$ cat src/rtl/vram_pkg.sv
// Shared types for the screen VRAM arbiter: write entry, clear FSM states, grant codes.
// Latency: n/a (types only).
// Backpressure: n/a.
package vram_pkg;

    localparam int VRAM_AW = 15;

    typedef struct packed {
        logic [VRAM_AW-1:0] addr;
        logic [7:0]         data;
    } vram_wr_t;

    typedef enum logic [1:0] {
        CLR_IDLE,
        CLR_RUN,
        CLR_LAST
    } clr_state_t;

    typedef enum logic [2:0] {
        G_NONE,
        G_VID,
        G_CPU,
        G_LD,
        G_CLR
    } grant_t;

endpackage

$ cat src/rtl/vram_arbiter_if.sv
// Requester, control and VRAM-macro signals of the screen VRAM arbiter.
// Latency: n/a (wiring only).
// Backpressure: cpu_full / ld_ready / clr_busy flow from slave to master.
interface vram_arbiter_if #(
    parameter int ADDR_W = 15
);
    logic              vid_req;
    logic [ADDR_W-1:0] vid_addr;
    logic [7:0]        vid_dout;
    logic              vid_valid;

    logic              cpu_we;
    logic [ADDR_W-1:0] cpu_addr;
    logic [7:0]        cpu_din;
    logic              cpu_full;
    logic              cpu_ovf;

    logic              ld_valid;
    logic [ADDR_W-1:0] ld_addr;
    logic [7:0]        ld_data;
    logic              ld_ready;

    logic              clr_start;
    logic [7:0]        clr_value;
    logic              clr_busy;

    logic [ADDR_W-1:0] ram_addr;
    logic              ram_we;
    logic [7:0]        ram_din;
    logic [7:0]        ram_dout;

    // Requesters plus the VRAM macro, seen from outside the arbiter.
    modport master (
        output vid_req, vid_addr, cpu_we, cpu_addr, cpu_din,
               ld_valid, ld_addr, ld_data, clr_start, clr_value, ram_dout,
        input  vid_dout, vid_valid, cpu_full, cpu_ovf, ld_ready, clr_busy,
               ram_addr, ram_we, ram_din
    );

    // The arbiter itself.
    modport slave (
        input  vid_req, vid_addr, cpu_we, cpu_addr, cpu_din,
               ld_valid, ld_addr, ld_data, clr_start, clr_value, ram_dout,
        output vid_dout, vid_valid, cpu_full, cpu_ovf, ld_ready, clr_busy,
               ram_addr, ram_we, ram_din
    );

endinterface

$ cat src/rtl/wr_fifo.sv
// Synchronous FIFO of buffered CPU screen writes.
// Latency: an entry pushed into an empty FIFO is visible at the head next cycle.
// Backpressure: registered full; a push while full is dropped and flagged on drop_o.
module wr_fifo
    import vram_pkg::*;
#(
    parameter int DEPTH = 4
) (
    input  logic     clk_i,
    input  logic     rst_n_i,
    input  logic     push_i,
    input  vram_wr_t push_dat_i,
    input  logic     pop_i,
    output vram_wr_t head_o,
    output logic     empty_o,
    output logic     full_o,
    output logic     drop_o
);
    localparam int            PW       = $clog2(DEPTH);
    localparam logic [PW:0]   FULL_CNT = (PW+1)'(DEPTH);

    vram_wr_t      mem_q [DEPTH];
    logic [PW-1:0] wptr_q, rptr_q;
    logic [PW:0]   count_q, count_d;
    logic          full_q, empty_q;
    logic          push_ok, pop_ok;

    // Full is judged on the registered flag so a same-cycle pop never rescues a push.
    assign push_ok = push_i & ~full_q;
    assign pop_ok  = pop_i & ~empty_q;
    assign drop_o  = push_i & full_q;
    assign head_o  = mem_q[rptr_q];
    assign empty_o = empty_q;
    assign full_o  = full_q;

    // Occupancy next-state.
    always_comb begin
        count_d = count_q;
        case ({push_ok, pop_ok})
            2'b10:   count_d = count_q + (PW+1)'(1);
            2'b01:   count_d = count_q - (PW+1)'(1);
            default: count_d = count_q;
        endcase
    end

    // Pointers, count and registered status flags.
    always_ff @(posedge clk_i) begin
        if (!rst_n_i) begin
            wptr_q  <= '0;
            rptr_q  <= '0;
            count_q <= '0;
            full_q  <= 1'b0;
            empty_q <= 1'b1;
        end else begin
            if (push_ok) wptr_q <= wptr_q + PW'(1);
            if (pop_ok)  rptr_q <= rptr_q + PW'(1);
            count_q <= count_d;
            full_q  <= (count_d == FULL_CNT);
            empty_q <= (count_d == '0);
        end
    end

    // Entry storage; contents are don't-care while the slot is unoccupied.
    always_ff @(posedge clk_i) begin
        if (push_ok) mem_q[wptr_q] <= push_dat_i;
    end

endmodule

$ cat src/rtl/vram_arbiter.sv
// Single-port screen VRAM arbiter: video > starved loader > CPU FIFO > loader > clear.
// Latency: video read data 2 cycles after vid_req, fixed; writes complete in their grant cycle.
// Backpressure: cpu_full (drops + sticky cpu_ovf), ld_ready grant strobe, clr_busy.
module vram_arbiter
    import vram_pkg::*;
#(
    parameter int ADDR_W       = 15,
    parameter int FIFO_DEPTH   = 4,
    parameter int STARVE_LIMIT = 8
) (
    input  logic           clk_sys,
    input  logic           nRESET,
    vram_arbiter_if.slave  bus
);
    localparam int           SW         = $clog2(STARVE_LIMIT + 1);
    localparam logic [SW-1:0] STARVE_MAX = SW'(STARVE_LIMIT);

    grant_t            grant;
    vram_wr_t          fifo_in, fifo_head;
    logic              fifo_empty, fifo_full, fifo_drop;

    logic [SW-1:0]     starve_q, starve_d;
    logic              starved;

    clr_state_t        clr_state_q, clr_state_d;
    logic [ADDR_W-1:0] clr_ptr_q, clr_ptr_d;
    logic [7:0]        clr_val_q, clr_val_d;

    logic [ADDR_W-1:0] addr_q, ram_addr_c;
    logic              ram_we_c;
    logic [7:0]        ram_din_c;
    logic              vid_p1_q, vid_valid_q, ovf_q;
    logic [7:0]        vid_dout_q;

    assign fifo_in = '{addr: VRAM_AW'(bus.cpu_addr), data: bus.cpu_din};

    wr_fifo #(.DEPTH(FIFO_DEPTH)) u_wr_fifo (
        .clk_i      (clk_sys),
        .rst_n_i    (nRESET),
        .push_i     (bus.cpu_we),
        .push_dat_i (fifo_in),
        .pop_i      (grant == G_CPU),
        .head_o     (fifo_head),
        .empty_o    (fifo_empty),
        .full_o     (fifo_full),
        .drop_o     (fifo_drop)
    );

    assign starved = (starve_q == STARVE_MAX);

    // Fixed-priority grant; nothing is granted while reset is asserted.
    always_comb begin
        grant = G_NONE;
        if (!nRESET)                       grant = G_NONE;
        else if (bus.vid_req)              grant = G_VID;
        else if (bus.ld_valid && starved)  grant = G_LD;
        else if (!fifo_empty)              grant = G_CPU;
        else if (bus.ld_valid)             grant = G_LD;
        else if (clr_state_q == CLR_RUN)   grant = G_CLR;
    end

    // VRAM port mux; the address parks on its last value when nobody is granted.
    always_comb begin
        ram_addr_c = addr_q;
        ram_we_c   = 1'b0;
        ram_din_c  = '0;
        case (grant)
            G_VID: ram_addr_c = bus.vid_addr;
            G_CPU: begin
                ram_addr_c = ADDR_W'(fifo_head.addr);
                ram_din_c  = fifo_head.data;
                ram_we_c   = 1'b1;
            end
            G_LD: begin
                ram_addr_c = bus.ld_addr;
                ram_din_c  = bus.ld_data;
                ram_we_c   = 1'b1;
            end
            G_CLR: begin
                ram_addr_c = clr_ptr_q;
                ram_din_c  = clr_val_q;
                ram_we_c   = 1'b1;
            end
            default: ;
        endcase
    end

    // Loader starvation counter: counts denied cycles, saturates, clears on grant.
    always_comb begin
        starve_d = starve_q;
        if (grant == G_LD)                 starve_d = '0;
        else if (bus.ld_valid && !starved) starve_d = starve_q + SW'(1);
    end

    // Clear FSM next-state: sweep every address once, then one LAST cycle before IDLE.
    always_comb begin
        clr_state_d = clr_state_q;
        clr_ptr_d   = clr_ptr_q;
        clr_val_d   = clr_val_q;
        case (clr_state_q)
            CLR_IDLE: if (bus.clr_start) begin
                clr_state_d = CLR_RUN;
                clr_ptr_d   = '0;
                clr_val_d   = bus.clr_value;
            end
            CLR_RUN: if (grant == G_CLR) begin
                clr_ptr_d = clr_ptr_q + ADDR_W'(1);
                if (clr_ptr_q == '1) clr_state_d = CLR_LAST;
            end
            CLR_LAST: clr_state_d = CLR_IDLE;
            default:  clr_state_d = CLR_IDLE;
        endcase
    end

    // State registers: video pipeline, parked address, overflow flag, starvation, clear FSM.
    always_ff @(posedge clk_sys) begin
        if (!nRESET) begin
            addr_q      <= '0;
            vid_p1_q    <= 1'b0;
            vid_valid_q <= 1'b0;
            vid_dout_q  <= '0;
            ovf_q       <= 1'b0;
            starve_q    <= '0;
            clr_state_q <= CLR_IDLE;
            clr_ptr_q   <= '0;
            clr_val_q   <= '0;
        end else begin
            addr_q      <= ram_addr_c;
            vid_p1_q    <= (grant == G_VID);
            vid_valid_q <= vid_p1_q;
            if (vid_p1_q) vid_dout_q <= bus.ram_dout;
            if (fifo_drop) ovf_q <= 1'b1;
            starve_q    <= starve_d;
            clr_state_q <= clr_state_d;
            clr_ptr_q   <= clr_ptr_d;
            clr_val_q   <= clr_val_d;
        end
    end

    assign bus.ram_addr  = ram_addr_c;
    assign bus.ram_we    = ram_we_c;
    assign bus.ram_din   = ram_din_c;
    assign bus.vid_dout  = vid_dout_q;
    assign bus.vid_valid = vid_valid_q;
    assign bus.cpu_full  = fifo_full;
    assign bus.cpu_ovf   = ovf_q;
    assign bus.ld_ready  = (grant == G_LD);
    assign bus.clr_busy  = (clr_state_q != CLR_IDLE);

endmodule

$ cat src/flat_wrapper.sv
// flat-port wrapper written by rule: the top's interface ports become plain ports
module vram_arbiter_flat import vram_pkg::*;
#(
    parameter int ADDR_W       = 15,
    parameter int FIFO_DEPTH   = 4,
    parameter int STARVE_LIMIT = 8
)
  (clk_sys, nRESET, bus_vid_req, bus_vid_addr, bus_cpu_we, bus_cpu_addr, bus_cpu_din, bus_ld_valid, bus_ld_addr, bus_ld_data, bus_clr_start, bus_clr_value, bus_ram_dout, bus_vid_dout, bus_vid_valid, bus_cpu_full, bus_cpu_ovf, bus_ld_ready, bus_clr_busy, bus_ram_addr, bus_ram_we, bus_ram_din);
  vram_arbiter_if #(.ADDR_W(ADDR_W)) bus_i ();
  input  logic clk_sys;
  input  logic nRESET;
  input wire logic [$bits(bus_i.vid_req)-1:0] bus_vid_req;
  input wire logic [$bits(bus_i.vid_addr)-1:0] bus_vid_addr;
  input wire logic [$bits(bus_i.cpu_we)-1:0] bus_cpu_we;
  input wire logic [$bits(bus_i.cpu_addr)-1:0] bus_cpu_addr;
  input wire logic [$bits(bus_i.cpu_din)-1:0] bus_cpu_din;
  input wire logic [$bits(bus_i.ld_valid)-1:0] bus_ld_valid;
  input wire logic [$bits(bus_i.ld_addr)-1:0] bus_ld_addr;
  input wire logic [$bits(bus_i.ld_data)-1:0] bus_ld_data;
  input wire logic [$bits(bus_i.clr_start)-1:0] bus_clr_start;
  input wire logic [$bits(bus_i.clr_value)-1:0] bus_clr_value;
  input wire logic [$bits(bus_i.ram_dout)-1:0] bus_ram_dout;
  output wire logic [$bits(bus_i.vid_dout)-1:0] bus_vid_dout;
  output wire logic [$bits(bus_i.vid_valid)-1:0] bus_vid_valid;
  output wire logic [$bits(bus_i.cpu_full)-1:0] bus_cpu_full;
  output wire logic [$bits(bus_i.cpu_ovf)-1:0] bus_cpu_ovf;
  output wire logic [$bits(bus_i.ld_ready)-1:0] bus_ld_ready;
  output wire logic [$bits(bus_i.clr_busy)-1:0] bus_clr_busy;
  output wire logic [$bits(bus_i.ram_addr)-1:0] bus_ram_addr;
  output wire logic [$bits(bus_i.ram_we)-1:0] bus_ram_we;
  output wire logic [$bits(bus_i.ram_din)-1:0] bus_ram_din;
  assign bus_i.vid_req = bus_vid_req;
  assign bus_i.vid_addr = bus_vid_addr;
  assign bus_i.cpu_we = bus_cpu_we;
  assign bus_i.cpu_addr = bus_cpu_addr;
  assign bus_i.cpu_din = bus_cpu_din;
  assign bus_i.ld_valid = bus_ld_valid;
  assign bus_i.ld_addr = bus_ld_addr;
  assign bus_i.ld_data = bus_ld_data;
  assign bus_i.clr_start = bus_clr_start;
  assign bus_i.clr_value = bus_clr_value;
  assign bus_i.ram_dout = bus_ram_dout;
  assign bus_vid_dout = bus_i.vid_dout;
  assign bus_vid_valid = bus_i.vid_valid;
  assign bus_cpu_full = bus_i.cpu_full;
  assign bus_cpu_ovf = bus_i.cpu_ovf;
  assign bus_ld_ready = bus_i.ld_ready;
  assign bus_clr_busy = bus_i.clr_busy;
  assign bus_ram_addr = bus_i.ram_addr;
  assign bus_ram_we = bus_i.ram_we;
  assign bus_ram_din = bus_i.ram_din;
  vram_arbiter #(.ADDR_W(ADDR_W), .FIFO_DEPTH(FIFO_DEPTH), .STARVE_LIMIT(STARVE_LIMIT)) u_core (.clk_sys(clk_sys), .nRESET(nRESET), .bus(bus_i));
endmodule
$ cat config.mk
export PLATFORM = sky130hd
export DESIGN_NAME = vram_arbiter_flat
export DESIGN_NICKNAME = d
export VERILOG_FILES = /design/src/rtl/vram_pkg.sv /design/src/rtl/vram_arbiter_if.sv /design/src/rtl/wr_fifo.sv /design/src/rtl/vram_arbiter.sv /design/src/flat_wrapper.sv
export SDC_FILE = /design/constraint.sdc
export NUM_CORES = 1
export LEC_CHECK = 0
export BUFFER_PORTS_ARGS = -buffer_cell sky130_fd_sc_hd__buf_2
export CAP_MARGIN = 20
export CELL_PAD_IN_SITES_DETAIL_PLACEMENT = 1
export CELL_PAD_IN_SITES_GLOBAL_PLACEMENT = 1
export CORE_MARGIN = 3
export CORE_UTILIZATION = 35
export CTS_CLUSTER_DIAMETER = 80
export DETAILED_ROUTE_END_ITERATION = 10
export PLACE_DENSITY_LB_ADDON = 0.1
export SKIP_LAST_GASP = 1
export SYNTH_ARGS = -nofsm -noshare
export SYNTH_HDL_FRONTEND = slang
export SYNTH_SLANG_ARGS = --single-unit
$ cat constraint.sdc
create_clock -name clk_sys -period 3.4 [get_ports clk_sys]
set_input_delay 0.68 -clock clk_sys [delete_from_list [all_inputs] [get_ports clk_sys]]
set_output_delay 0.68 -clock clk_sys [all_outputs]
set_load 0.05 [all_outputs]
==> impl_metrics.py <==
metrics = {
    "drt": {
        "drt_first_pass_iters": 5,
        "post-route-drc-count": 0,
        "avgViaCountPerCell": 5.28,
        "drt-wirelength-per-cell_microns": 20.0,
        "ant_nets": 0,
        "vias": 5073,
        "drtIter0Drc": 275,
        "wirelength_microns": 19200,
    },
    "worst_setup_path": {
        "worst-path-buf-inv": 2,
        "cp.arrival_ps": 2490,
        "cp-endpoint": "bus_ram_addr[13]",
        "start_kind": "register",
        "required_ps": 2720,
        "r2r-end": "u_core.u_wr_fifo.full_o$_SDFF_PN0_",
        "worst-path-stages": 7,
        "critPathKind": "register to primary output",
        "reg2reg_slack_ps": 900,
        "crit_start": "u_core.starve_q[0]$_SDFFE_PP0P_",
        "slowest_delay_ps": 360,
        "rr_worst_depth": 10,
        "cp-end-kind": "primary output",
        "critical_path.cell_chain": "inv_1 -> ha_1 -> and3b_2 -> o211ai_1 -> a21oi_1 -> o32a_1 -> buf_2",
        "crit-reg2reg-launch": "u_core.starve_q[0]$_SDFFE_PP0P_",
        "critPathMaxFanout": 17,
        "crit_family": "compound AO/OA/AOI/OAI gates",
        "crit_slowest_cell": "dfxtp_1",
    },
    "cells_and_area": {
        "finalNonFillerCells": 960,
        "fill_cells": 2072,
        "area_growth_syn_to_layout_pct": 22.8,
        "n_antenna_cell": 0,
        "final_cell_mix": "119 x buf_2, 92 x edfxtp_1, 66 x nand2_1, 66 x dfxtp_1, 43 x a21oi_1",
        "utilization": 0.446,
        "final_nets": 779,
        "drive_gt1_frac": 0.320,
        "fin_area_sq_um": 8480,
        "layout_commonest_cell": "buf_2",
    },
    "sta": {
        "finClkSkew_ps": 13.7,
        "period_share": 0.933,
        "fin_setup_tns_ps": 0,
        "holdWs_ps": 464,
        "worst_slew_pin_slew_ps": 745,
        "rsz0062_at_grt": "false",
        "layout_setup_ws_ps": 228,
        "fin_crit_ps": 3170,
        "max_freq_ghz": 0.315,
        "maxSlewViolCount": 0,
        "setup_viol": 0,
        "final-hold-violation-count": 0,
        "relSlewSlack": 0.503,
    },
    "power_and_ir_drop": {
        "p_leak_nw": 3.24,
        "power_density_nw_per_um2": 571,
        "p_total_mw": 4.84,
        "ir_drop_v": 0.000346,
    },
    "yosys": {
        "synth_edf_count": 92,
        "synthTopCellsByArea": "edfxtp_1 40%, dfxtp_1 19%, mux4_2 7.5%",
        "ys_ff_latch": 158,
        "ys.flop_type": "edfxtp_1",
        "syn_area_per_cell_sq_um": 12.3,
        "yosysTopAreaCell": "edfxtp_1",
        "ys_seq_area_frac": 0.592,
        "synth_top_cell_area_share": 0.400,
        "async_reset_ff_frac": 0,
        "syn_area_sq_um": 6900,
        "syn_inst": 559,
        "yosys_warnings": 0,
        "syn_nets": 651,
        "synth_cell_types": 48,
    },
    "clocking": {
        "clk_path_buf_depth": 2,
        "cts_sinks": 158,
        "cts.clk_slew.worst_paths_ps": 60,
        "cts-buffers-inserted": 17,
        "cts-root-buf": "clkbuf_16",
        "tritoncts": "done",
        "clk_latency_ps": 430,
        "cts-htree-levels": 4,
    },
    "place": {
        "io_buffers": 119,
        "place.gp.congestion": 0.837,
        "dp_hpwl_microns": 13600,
        "dpl.cell_count": 928,
        "pre_cts_ws_ps": 483,
        "postPlaceCellArea_sq_um": 7860,
    },
    "floorplanning": {
        "ios": 120,
        "die_h_microns": 146,
        "die-width_microns": 146,
        "rows": 50,
        "die-area_sq_um": 21400,
        "core_area_sq_um": 19000,
        "initial_core_util": 0.363,
    },
    "global_routing": {
        "antenna_found_initial": 2,
        "grt-ovfl-total": 0,
        "grt_max_degree": 50,
        "grt_pass1_vias": 5549,
        "grt_use_total": 0.185,
        "grt_pass1_wl_microns": 30900,
    },
    "worst_hold_path": {
        "hold_start": "u_core.clr_val_q[5]$_SDFFE_PN0P_",
        "hp-class": "register to register",
    },
    "job": {
        "drv_cap": 0,
    },
    "run_status": {
        "status": "complete, no violations",
    },
}
-- report_power, final --
group          internal, mW  switching (mW)
Clock                  1.13           0.867
Sequential             2.12          0.0390
Combinational         0.247           0.443
Total                  3.49            1.35
-- worst min-delay path by stage --
stage / slack (ps) / endpoint / cells past startpoint
6_report: 460 / u_core.clr_val_q[5]$_SDFFE_PN0P_ / 2
5_1_grt: 450 / u_core.u_wr_fifo.mem_q[2][14]$_DFFE_PP_ / 1
4_1_cts: 440 / u_core.u_wr_fifo.mem_q[1][6]$_DFFE_PP_ / 1
3_5_place_dp: 460 / u_core.clr_val_q[5]$_SDFFE_PN0P_ / 2
2_1_floorplan: 440 / u_core.clr_val_q[0]$_SDFFE_PN0P_ / 2
3_3_place_gp: 440 / u_core.clr_val_q[3]$_SDFFE_PN0P_ / 2
-- flip-flops by register name, summed over array words and instances (netlist names), named ones only --
signal,flops
u_core.u_wr_fifo.empty_o,1
u_core.starve_q,4
u_core.u_wr_fifo.mem_q,92
u_core.clr_val_q,8
u_core.clr_ptr_q,15
u_core.clr_state_q,2
u_core.u_wr_fifo.wptr_q,2
u_core.addr_q,15
u_core.bus.vid_valid,1
u_core.bus.cpu_ovf,1
u_core.u_wr_fifo.count_q,3
u_core.u_wr_fifo.rptr_q,2
u_core.bus.vid_dout,8
u_core.u_wr_fifo.full_o,1
u_core.vid_p1_q,1
-- repair_timing --
| action | in CTS | in global routing |
|---|---|---|
| buffers inserted | 0 | 0 |
| endpoints found under the hold margin | 0 | 0 |
| gates resized for setup | 0 | 1 |
| setup endpoints to repair | 0 | 8 |
| hold buffers | 0 | 0 |
-- per-layer routing --
layer  track usage  share of wire  up-vias
met2         0.313           0.49      115
li1              -              -     2390
met4        0.0503          0.011        4
met1         0.241           0.46     2542
met3        0.0407          0.037       22
met5             0         0.0011        -
-- cell usage after synthesis, types with 2 or more instances --
cell       n
nand2_1   66
a31oi_1    2
dfxtp_1   66
mux2i_1   18
o21ai_1   11
and2_1     7
clkbuf_1  19
or3_1      5
nor2b_1    2
o211ai_1  17
a211oi_1   5
buf_2     10
o31ai_1    3
mux4_2    23
nand2b_1   5
inv_1     12
nor2_1    25
buf_1      4
and3_1     4
nand4_1    3
o32a_1    15
o21ai_0   20
edfxtp_1  92
nor3_1     3
buf_6      4
or4_1      5
xnor2_1    5
and4_1     2
a21oi_1   44
nor3b_2    2
ha_1       8
o221a_2   15
nand3_1   22
-- final cells by class --
| class | instances | area [sq um] | area share |
|---|---|---|---|
| Clock buffer | 17 | 425 | 0.0502 |
| Clock inverter | 15 | 196 | 0.0232 |
| Inverter | 12 | 45.0 | 0.00531 |
| Multi-Input combinational cell | 352 | 2600 | 0.307 |
| Sequential cell | 158 | 4080 | 0.482 |
| Tap cell | 260 | 325 | 0.0384 |
| Timing Repair Buffer | 146 | 802 | 0.0946 |
-- cell families (layout without fill, tap and decap cells) --
family | after synthesis | after routing | share of synthesized area
and+or+nand+nor | 160 | 160 | 0.115
DFF | 158 | 158 | 0.592
AOI/OAI and AO/OA | 136 | 136 | 0.135
buffers and inverters | 49 | 190 | 0.0328
muxes | 41 | 41 | 0.101
adders and majority gates | 9 | 9 | 0.0174
xor gates and xnor gates | 6 | 6 | 0.00761
-- worst min-delay path: stages (launching register included) --
cell and delay (ps):
dfxtp_1 310, nand2_1 50, a21oi_1 60
Note: power is estimated with default switching activity, not from simulation.
